<file path="config.mk">
export PLATFORM = sky130hd
export DESIGN_NAME = instr_sequencer
export DESIGN_NICKNAME = d
export VERILOG_FILES = /design/src/rtl/instr_sequencer.sv
export SDC_FILE = /design/constraint.sdc
export NUM_CORES = 1
export LEC_CHECK = 0
export CAP_MARGIN = 20
export CORE_UTILIZATION = 47
export CTS_CLUSTER_DIAMETER = 80
export DETAILED_ROUTE_END_ITERATION = 10
export PLACE_DENSITY = 0.85
export SYNTH_ARGS = -nofsm -noshare
export SYNTH_HDL_FRONTEND = slang
export SYNTH_SLANG_ARGS = --single-unit
</file>
<file path="constraint.sdc">
create_clock -name clk -period 2.25 [get_ports clk]
set_input_delay 0.225 -clock clk [delete_from_list [all_inputs] [get_ports clk]]
set_output_delay 0.225 -clock clk [all_outputs]
set_load 0.02 [all_outputs]
</file>
<file path="src/rtl/instr_sequencer.sv">
// -----------------------------------------------------------------------------
// instr_sequencer
//
// Purpose:
//   Fetch / decode / execute control sequencer. It fetches a 32-bit instruction
//   from instruction memory at pc, latches it into the instruction register and
//   decodes the operation type. HALT (31) parks the block and JMP (30) reloads
//   pc. Every other operation is handed to the datapath through an exec_start
//   pulse. A bounded wait on exec_done moves the block to a sticky FAULT state
//   if the datapath never answers.
//
// Parameters:
//   PC_W          program-counter / instruction-address width
//   EXEC_TIMEOUT  maximum number of EXEC cycles spent waiting for exec_done
//
// Ports:
//   clk         in   single clock; all state changes on its rising edge
//   sys_rst     in   synchronous active-high reset
//   start       in   begin execution (IDLE) or restart from address 0 (HALT)
//   imem_req    out  fetch request, high for the whole FETCH state
//   imem_addr   out  fetch address (equal to pc)
//   imem_rdata  in   fetched instruction word
//   imem_valid  in   imem_rdata valid; sampled only in FETCH
//   ir_out      out  instruction register driven to the datapath
//   ir_load     out  one-cycle pulse in the cycle after ir_out changes
//   exec_start  out  one-cycle pulse telling the datapath to execute ir_out
//   exec_done   in   datapath finished; sampled only in EXEC
//   step        in   single-step release (SEQ_SINGLE_STEP_EN builds only)
//   pc          out  program counter
//   busy        out  high in FETCH, DECODE and EXEC
//   halted      out  high in HALT
//   fault       out  high in FAULT; sticky until sys_rst
//
// Configuration:
//   SEQ_SINGLE_STEP_EN  when defined, adds input 'step'. DECODE then holds
//                       until step=1 before it dispatches, jumps or halts.
// -----------------------------------------------------------------------------
module instr_sequencer #(
  parameter int PC_W         = 8,
  parameter int EXEC_TIMEOUT = 15
) (
  input  logic            clk,
  input  logic            sys_rst,
  input  logic            start,
  output logic            imem_req,
  output logic [PC_W-1:0] imem_addr,
  input  logic [31:0]     imem_rdata,
  input  logic            imem_valid,
  output logic [31:0]     ir_out,
  output logic            ir_load,
  output logic            exec_start,
  input  logic            exec_done,
`ifdef SEQ_SINGLE_STEP_EN
  input  logic            step,
`endif
  output logic [PC_W-1:0] pc,
  output logic            busy,
  output logic            halted,
  output logic            fault
);

  localparam logic [2:0] S_IDLE   = 3'd0;
  localparam logic [2:0] S_FETCH  = 3'd1;
  localparam logic [2:0] S_DECODE = 3'd2;
  localparam logic [2:0] S_EXEC   = 3'd3;
  localparam logic [2:0] S_HALT   = 3'd4;
  localparam logic [2:0] S_FAULT  = 3'd5;

  localparam logic [4:0] OP_JMP  = 5'd30;
  localparam logic [4:0] OP_HALT = 5'd31;

  localparam int              CNT_W    = $clog2(EXEC_TIMEOUT + 1);
  localparam logic [CNT_W-1:0] CNT_LAST = CNT_W'(EXEC_TIMEOUT - 1);

  // Instruction word layout. rsrc2 shares bits [15:11] with isrc. The
  // datapath selects between them with imm_mode, so only isrc is named here.
  typedef struct packed {
    logic [4:0]  oper_type;
    logic [4:0]  rdst;
    logic [4:0]  rsrc1;
    logic        imm_mode;
    logic [15:0] isrc;
  } ir_t;

  logic [2:0]       state_q, state_d;
  logic [PC_W-1:0]  pc_q, pc_d;
  ir_t              ir_q, ir_d;
  logic [CNT_W-1:0] cnt_q, cnt_d;
  logic             ir_load_q, ir_load_d;
  logic             exec_start_q, exec_start_d;
  logic             decode_go;

`ifdef SEQ_SINGLE_STEP_EN
  assign decode_go = step;
`else
  assign decode_go = 1'b1;
`endif

  // NOTE: every signal assigned in this block gets a default first, so no
  // path leaves a value unassigned and no latch is inferred.
  always_comb begin
    state_d      = state_q;
    pc_d         = pc_q;
    ir_d         = ir_q;
    cnt_d        = cnt_q;
    ir_load_d    = 1'b0;
    exec_start_d = 1'b0;
    case (state_q)
      S_IDLE: begin
        if (start) state_d = S_FETCH;
      end
      S_FETCH: begin
        if (imem_valid) begin
          ir_d      = ir_t'(imem_rdata);
          ir_load_d = 1'b1;
          state_d   = S_DECODE;
        end
      end
      S_DECODE: begin
        if (decode_go) begin
          if (ir_q.oper_type == OP_HALT) begin
            state_d = S_HALT;
          end else if (ir_q.oper_type == OP_JMP) begin
            pc_d    = PC_W'(ir_q.isrc);
            state_d = S_FETCH;
          end else begin
            // exec_start is registered, so it is high in the first EXEC cycle.
            exec_start_d = 1'b1;
            cnt_d        = '0;
            state_d      = S_EXEC;
          end
        end
      end
      S_EXEC: begin
        // Completion takes priority, so a done in the last allowed cycle
        // still counts as success.
        if (exec_done) begin
          pc_d    = pc_q + PC_W'(1);
          state_d = S_FETCH;
        end else if (cnt_q == CNT_LAST) begin
          state_d = S_FAULT;
        end else begin
          cnt_d = cnt_q + CNT_W'(1);
        end
      end
      S_HALT: begin
        if (start) begin
          pc_d    = '0;
          state_d = S_FETCH;
        end
      end
      S_FAULT: ;
      default: state_d = S_IDLE;
    endcase
  end

  // NOTE: sequential state uses non-blocking assignments, so every register
  // samples the pre-edge values of the others.
  always_ff @(posedge clk) begin
    if (sys_rst) begin
      state_q      <= S_IDLE;
      pc_q         <= '0;
      ir_q         <= '0;
      cnt_q        <= '0;
      ir_load_q    <= 1'b0;
      exec_start_q <= 1'b0;
    end else begin
      state_q      <= state_d;
      pc_q         <= pc_d;
      ir_q         <= ir_d;
      cnt_q        <= cnt_d;
      ir_load_q    <= ir_load_d;
      exec_start_q <= exec_start_d;
    end
  end

  // Status outputs decode straight from the state register. A reset edge
  // therefore drops imem_req, busy, halted and fault at that same edge.
  assign imem_req   = (state_q == S_FETCH);
  assign imem_addr  = pc_q;
  assign pc         = pc_q;
  assign ir_out     = ir_q;
  assign ir_load    = ir_load_q;
  assign exec_start = exec_start_q;
  assign busy       = (state_q == S_FETCH) || (state_q == S_DECODE) ||
                      (state_q == S_EXEC);
  assign halted     = (state_q == S_HALT);
  assign fault      = (state_q == S_FAULT);

endmodule

</file>
==> impl_metrics.env, run 1 <==
export IMPL_kind_of_capture_point_of_the_worst_setup_path="output pin"
export IMPL_met1_usage_pct=29.89
export IMPL_gp_congestion=0.8542
export IMPL_floorplan_io_pins=91
export IMPL_rrSetupSlack_ns=0.49
export IMPL_cts_root_buf="sky130_fd_sc_hd__clkbuf_8"
export IMPL_max_slew_margin_rel_pct=62.38
export IMPL_final_cells=436
export IMPL_global_route_overflow_total=0
export IMPL_insertedDiodeCount=0
export IMPL_clock_skew_ns=0.004047
export IMPL_global_route_usage_met3_pct=7.639
export IMPL_timing_critical_path_arrival_ns=1.83
export IMPL_grt_first_pass_wirelength_um=9742
export IMPL_synthDominantAreaCellType="sky130_fd_sc_hd__dfxtp_1"
export IMPL_setup_viol=0
export IMPL_setup_total_negative_slack_ns=0
export IMPL_grt_start_max_net_pins=33
export IMPL_ys_dominant_reg_cell="sky130_fd_sc_hd__dfxtp_1"
export IMPL_fill_cells=394
export IMPL_async_s_r_ff_share_synth_pct=0
export IMPL_ir_worst_vdd_uv=455.3
export IMPL_syn_nets=331
export IMPL_timing_critical_path_fanout_max=15
export IMPL_post_dp_hpwl_um=4174
export IMPL_post_dp_cell_area_mm2=0.003217
export IMPL_cts_buffers=5
export IMPL_finalInstanceArea_mm2=0.003336
export IMPL_pwr_dens_mw_per_mm2=614.1
export IMPL_timing_hold_worst_start="ir_out[12]"
export IMPL_drt_total_wl_um=5940
export IMPL_fin_crit_sh_pct=91.26
export IMPL_port_buffer_count=90
export IMPL_cap_violations=0
export IMPL_synth_edf_count=0
export IMPL_start_kind="flip-flop"
export IMPL_timing_setup_critical_path_class="reg2out"
export IMPL_max_freq_mhz=487.0
export IMPL_r2r_worst_path_cells=4
export IMPL_drtAntennaViolNets=0
export IMPL_hold_class="reg2reg"
export IMPL_netlist_cell_type_count=53
export IMPL_leakagePower_nw=1.169
export IMPL_finalWorstSetupSlack_ns=0.1967
export IMPL_die_width_um=72.56
export IMPL_finalHoldViolations=0
export IMPL_globalRouteTotalUtil_pct=23.78
export IMPL_final_hold_worst_slack_ns=0.4545
export IMPL_seq_total_area_yosys_pct=41.93
export IMPL_initial_antenna_violation_count=0
export IMPL_postLayoutCoreUtil_pct=70.16
export IMPL_floorplan_die_area_mm2=0.005264
export IMPL_pre_cts_ws_ns=0.3834
export IMPL_postSynthCellCount=291
export IMPL_viasPerCell=5.330
export IMPL_status="completed"
export IMPL_synth_top_area_share_pct=41.93
export IMPL_ys_seq_elements=49
export IMPL_max_slew_worst_pin_slew_ns=0.5601
export IMPL_place_detailed_instances=428
export IMPL_layout_drive_gt1_share_pct=6.504
export IMPL_layout_cells_most_common="sky130_fd_sc_hd__clkdlybuf4s50_1"
export IMPL_cts_num_sinks=49
export IMPL_syn_area_mm2=0.002340
export IMPL_rows=25
export IMPL_initial_core_util_pct=49.21
export IMPL_via_count_of_the_first_global_routing_pass=2151
export IMPL_number_of_post_cts_setup_repair_buffers=0
export IMPL_routed_wire_length_per_instance_um=13.62
export IMPL_htreeDepth=2
export IMPL_dieHeight_um=72.56
export IMPL_global_route_met2_usage_pct=37.28
export IMPL_crit_path_start="state_q[2]"
export IMPL_via_count=2324
export IMPL_path_clk_slew_ns=0.09
export IMPL_busiest_layer="met2"
export IMPL_critical_path_required_ns=2.03
export IMPL_worst_hold_path_num_cells=2
export IMPL_r2r_start="state_q[2]"
export IMPL_synth_warning_count=0
export IMPL_post_route_total_power_mw=2.048
export IMPL_timing_max_transition_violations_final=0
export IMPL_period_minus_slack_ns=2.053
export IMPL_synthesis_to_layout_area_growth_pct=42.57
export IMPL_worstSkewPairLatency_ns=0.30
export IMPL_drt_drc_violations_left=0
export IMPL_rsz0062_at_grt="no"
export IMPL_layout_nets=408
export IMPL_ctsLongestPathBuffers=2
export IMPL_tritoncts="built"
export IMPL_mostFrequentLayoutCells="90 x sky130_fd_sc_hd__clkdlybuf4s50_1, 68 x sky130_fd_sc_hd__nand2_1, 48 x sky130_fd_sc_hd__a21oi_1, 47 x sky130_fd_sc_hd__dfxtp_1"
export IMPL_synth_area_per_cell_um2=8.040
export IMPL_drt_pre_antenna_iters=4
export IMPL_coreArea_mm2=0.004755
export IMPL_1st_iter_drt_viols=230
export IMPL_netlist_top_cells_area="sky130_fd_sc_hd__dfxtp_1 42%, sky130_fd_sc_hd__nand2_1 11%, sky130_fd_sc_hd__a21oi_1 10%"
==> report_power, final <==
part	switching [mW]	leakage, nW	total, mW	internal (mW)
Clock	0.287	0.0585	0.649	0.363
Sequential	0.0417	0.398	0.953	0.911
Combinational	0.238	0.713	0.447	0.208
==> metal layers <==
metal | wire [um] | vias to the layer above
li1 | - | 1174
met1 | 2581 | 1056
met2 | 2805 | 84
met3 | 450 | 10
met4 | 102 | 0
met5 | 0 | -
==> layout make-up <==
type / count / area [um2] / share of cell area [%]
multi-input cells: 207 / 1165 / 34.92
flip-flops and latches: 49 / 983.4 / 29.48
repair buffers: 98 / 960.9 / 28.81
clock buffers: 7 / 86.33 / 2.588
well taps: 67 / 83.83 / 2.513
clock inverters: 1 / 30.03 / 0.9002
inverters: 7 / 26.28 / 0.7877
==> Yosys cell counts (2+ instances only) <==
cell type / instances
sky130_fd_sc_hd__o221a_1: 2
sky130_fd_sc_hd__nor3b_1: 4
sky130_fd_sc_hd__clkbuf_1: 8
sky130_fd_sc_hd__inv_1: 5
sky130_fd_sc_hd__o21ai_0: 8
sky130_fd_sc_hd__a21oi_1: 48
sky130_fd_sc_hd__a211oi_1: 2
sky130_fd_sc_hd__buf_2: 8
sky130_fd_sc_hd__o21ai_1: 6
sky130_fd_sc_hd__nand3_1: 8
sky130_fd_sc_hd__nor2_1: 7
sky130_fd_sc_hd__nor3_1: 4
sky130_fd_sc_hd__buf_4: 8
sky130_fd_sc_hd__buf_6: 3
sky130_fd_sc_hd__ha_1: 3
sky130_fd_sc_hd__nand2b_1: 2
sky130_fd_sc_hd__and3_1: 3
sky130_fd_sc_hd__dfxtp_1: 49
sky130_fd_sc_hd__o31ai_1: 4
sky130_fd_sc_hd__or4_1: 3
sky130_fd_sc_hd__a31oi_1: 2
sky130_fd_sc_hd__nand2_1: 68
sky130_fd_sc_hd__xnor2_1: 2
sky130_fd_sc_hd__a221oi_1: 2
sky130_fd_sc_hd__nor4_1: 3
sky130_fd_sc_hd__a31o_1: 2
==> state kept, by name, summed over array words and instances (netlist names) <==
| signal | cells |
|---|---|
| ir_out | 32 |
| imem_addr | 8 |
| cnt_q | 4 |
| state_q | 3 |
| exec_start | 1 |
| ir_load | 1 |
==> critical path: stages, from the launching register on <==
cell	delay, ns
sky130_fd_sc_hd__dfxtp_2	0.49
sky130_fd_sc_hd__inv_1	0.14
sky130_fd_sc_hd__nor3_1	0.25
sky130_fd_sc_hd__clkdlybuf4s50_1	0.65
==> kinds of logic (layout without fill, tap and decap cells) <==
| kind of cell | after synthesis | after routing | synth area share, % |
|---|---|---|---|
| flops | 49 | 49 | 41.93 |
| xor+xnor | 2 | 2 | 0.7488 |
| buf+inv | 35 | 113 | 8.289 |
| fa+ha+maj | 3 | 3 | 1.604 |
| simple gates | 114 | 114 | 24.44 |
| compound gates | 88 | 88 | 23.00 |
==> final timing paths <==
| path | to |
|---|---|
| worst min-delay path | ir_out[12] |
| worst max-delay path | fault |
| worst max register to register | imem_addr[5] |
| worst min register to register | ir_out[12] |
==> repair_timing <==
| item | CTS | global route |
|---|---|---|
| setup endpoints to repair | 0 | 3 |
| hold endpoints to repair | 0 | 0 |
| gates resized for setup | 0 | 2 |
| hold buffers | 0 | 0 |
(Power assumes the default switching activity.)
==> run 2: changes to the inputs <==
==> constraint.sdc (replaced) <==
create_clock -name clk -period 2.6 [get_ports clk]
set_input_delay 0.26 -clock clk [delete_from_list [all_inputs] [get_ports clk]]
set_output_delay 0.26 -clock clk [all_outputs]
set_load 0.02 [all_outputs]
==> impl_metrics.env, run 2 (same netlist as run 1, synthesis figures left out) <==
export IMPL_final_cells=435
export IMPL_port_buffer_count=90
export IMPL_worstSkewPairLatency_ns=0.30
export IMPL_1st_iter_drt_viols=147
export IMPL_max_slew_worst_pin_slew_ns=0.5626
export IMPL_period_minus_slack_ns=2.255
export IMPL_tritoncts="built"
export IMPL_cts_num_sinks=49
export IMPL_die_width_um=72.56
export IMPL_floorplan_io_pins=91
export IMPL_dieHeight_um=72.56
export IMPL_global_route_overflow_total=0
export IMPL_ir_worst_vdd_uv=361.3
export IMPL_drt_drc_violations_left=0
export IMPL_postLayoutCoreUtil_pct=69.24
export IMPL_viasPerCell=5.428
export IMPL_floorplan_die_area_mm2=0.005264
export IMPL_drtAntennaViolNets=0
export IMPL_cts_buffers=5
export IMPL_post_dp_cell_area_mm2=0.003209
export IMPL_post_route_total_power_mw=1.648
export IMPL_finalInstanceArea_mm2=0.003292
export IMPL_routed_wire_length_per_instance_um=13.97
export IMPL_gp_congestion=0.8586
export IMPL_mostFrequentLayoutCells="90 x sky130_fd_sc_hd__clkdlybuf4s50_1, 68 x sky130_fd_sc_hd__nand2_1, 49 x sky130_fd_sc_hd__dfxtp_1, 48 x sky130_fd_sc_hd__a21oi_1"
export IMPL_hold_class="reg2reg"
export IMPL_initial_antenna_violation_count=0
export IMPL_start_kind="flip-flop"
export IMPL_cap_violations=0
export IMPL_path_clk_slew_ns=0.09
export IMPL_ctsLongestPathBuffers=2
export IMPL_layout_nets=407
export IMPL_timing_setup_critical_path_class="reg2out"
export IMPL_finalHoldViolations=0
export IMPL_drt_total_wl_um=6076
export IMPL_synthesis_to_layout_area_growth_pct=40.70
export IMPL_coreArea_mm2=0.004755
export IMPL_rows=25
export IMPL_clock_skew_ns=0.003917
export IMPL_setup_total_negative_slack_ns=0
export IMPL_crit_path_start="state_q[2]"
export IMPL_via_count_of_the_first_global_routing_pass=2138
export IMPL_place_detailed_instances=427
export IMPL_setup_viol=0
export IMPL_layout_cells_most_common="sky130_fd_sc_hd__clkdlybuf4s50_1"
export IMPL_insertedDiodeCount=0
export IMPL_drt_pre_antenna_iters=4
export IMPL_cts_root_buf="sky130_fd_sc_hd__clkbuf_8"
export IMPL_status="completed"
export IMPL_final_hold_worst_slack_ns=0.4560
export IMPL_critical_path_required_ns=2.34
export IMPL_initial_core_util_pct=49.21
export IMPL_via_count=2361
export IMPL_max_slew_margin_rel_pct=62.21
export IMPL_timing_critical_path_arrival_ns=1.99
export IMPL_fin_crit_sh_pct=86.71
export IMPL_grt_first_pass_wirelength_um=9742
export IMPL_kind_of_capture_point_of_the_worst_setup_path="output pin"
export IMPL_r2r_start="state_q[2]"
export IMPL_timing_max_transition_violations_final=0
export IMPL_largest_reg_flops=32
export IMPL_finalWorstSetupSlack_ns=0.3455
export IMPL_layout_drive_gt1_share_pct=5.707
export IMPL_cts_repair_resize_count=0
export IMPL_leakagePower_nw=1.151
export IMPL_htreeDepth=2
export IMPL_timing_hold_worst_start="ir_out[21]"
export IMPL_grt_start_max_net_pins=34
export IMPL_pre_cts_ws_ns=0.6721
export IMPL_pwr_dens_mw_per_mm2=500.6
export IMPL_rsz0062_at_grt="no"
export IMPL_number_of_post_cts_setup_repair_buffers=0
export IMPL_post_dp_hpwl_um=4279
export IMPL_globalRouteTotalUtil_pct=23.62
export IMPL_postCtsHoldBufs=0
export IMPL_max_freq_mhz=443.5
export IMPL_timing_critical_path_fanout_max=15
run 2: worst max-delay path, cell delays in order (launching register included):
cell,delay [ns]
sky130_fd_sc_hd__dfxtp_1,0.64
sky130_fd_sc_hd__inv_1,0.19
sky130_fd_sc_hd__nor3_1,0.23
sky130_fd_sc_hd__clkdlybuf4s50_1,0.64
run 2: metal layers:
layer / track usage (%) / part of all wire, %
met1: 30.57 / 44
met2: 38.42 / 48
met3: 6.111 / 7.5
met4: 7.625 / 0.72
met5: 0 / 0
run 2: worst paths after layout:
path         cells past startpoint  slack [ns]      endpoint
max                              3        0.35         fault
min                              2        0.46    ir_out[21]
max reg2reg                      4        0.71  imem_addr[5]
min reg2reg                      2        0.46    ir_out[21]
run 2: where the power goes:
| group | internal, mW | switching [mW] |
|---|---|---|
| Sequential | 0.788 | 0.0394 |
| Clock | 0.187 | 0.250 |
| Combinational | 0.178 | 0.206 |
run 2: layout make-up:
class	count	area, um2
Clock inverter	2	10.01
Clock buffer	6	72.57
Tap cell	67	83.83
Multi-Input combinational cell	207	1165
Inverter	7	26.28
Sequential cell	49	980.9
Fill cell	406	1463
Timing Repair Buffer	97	953.4
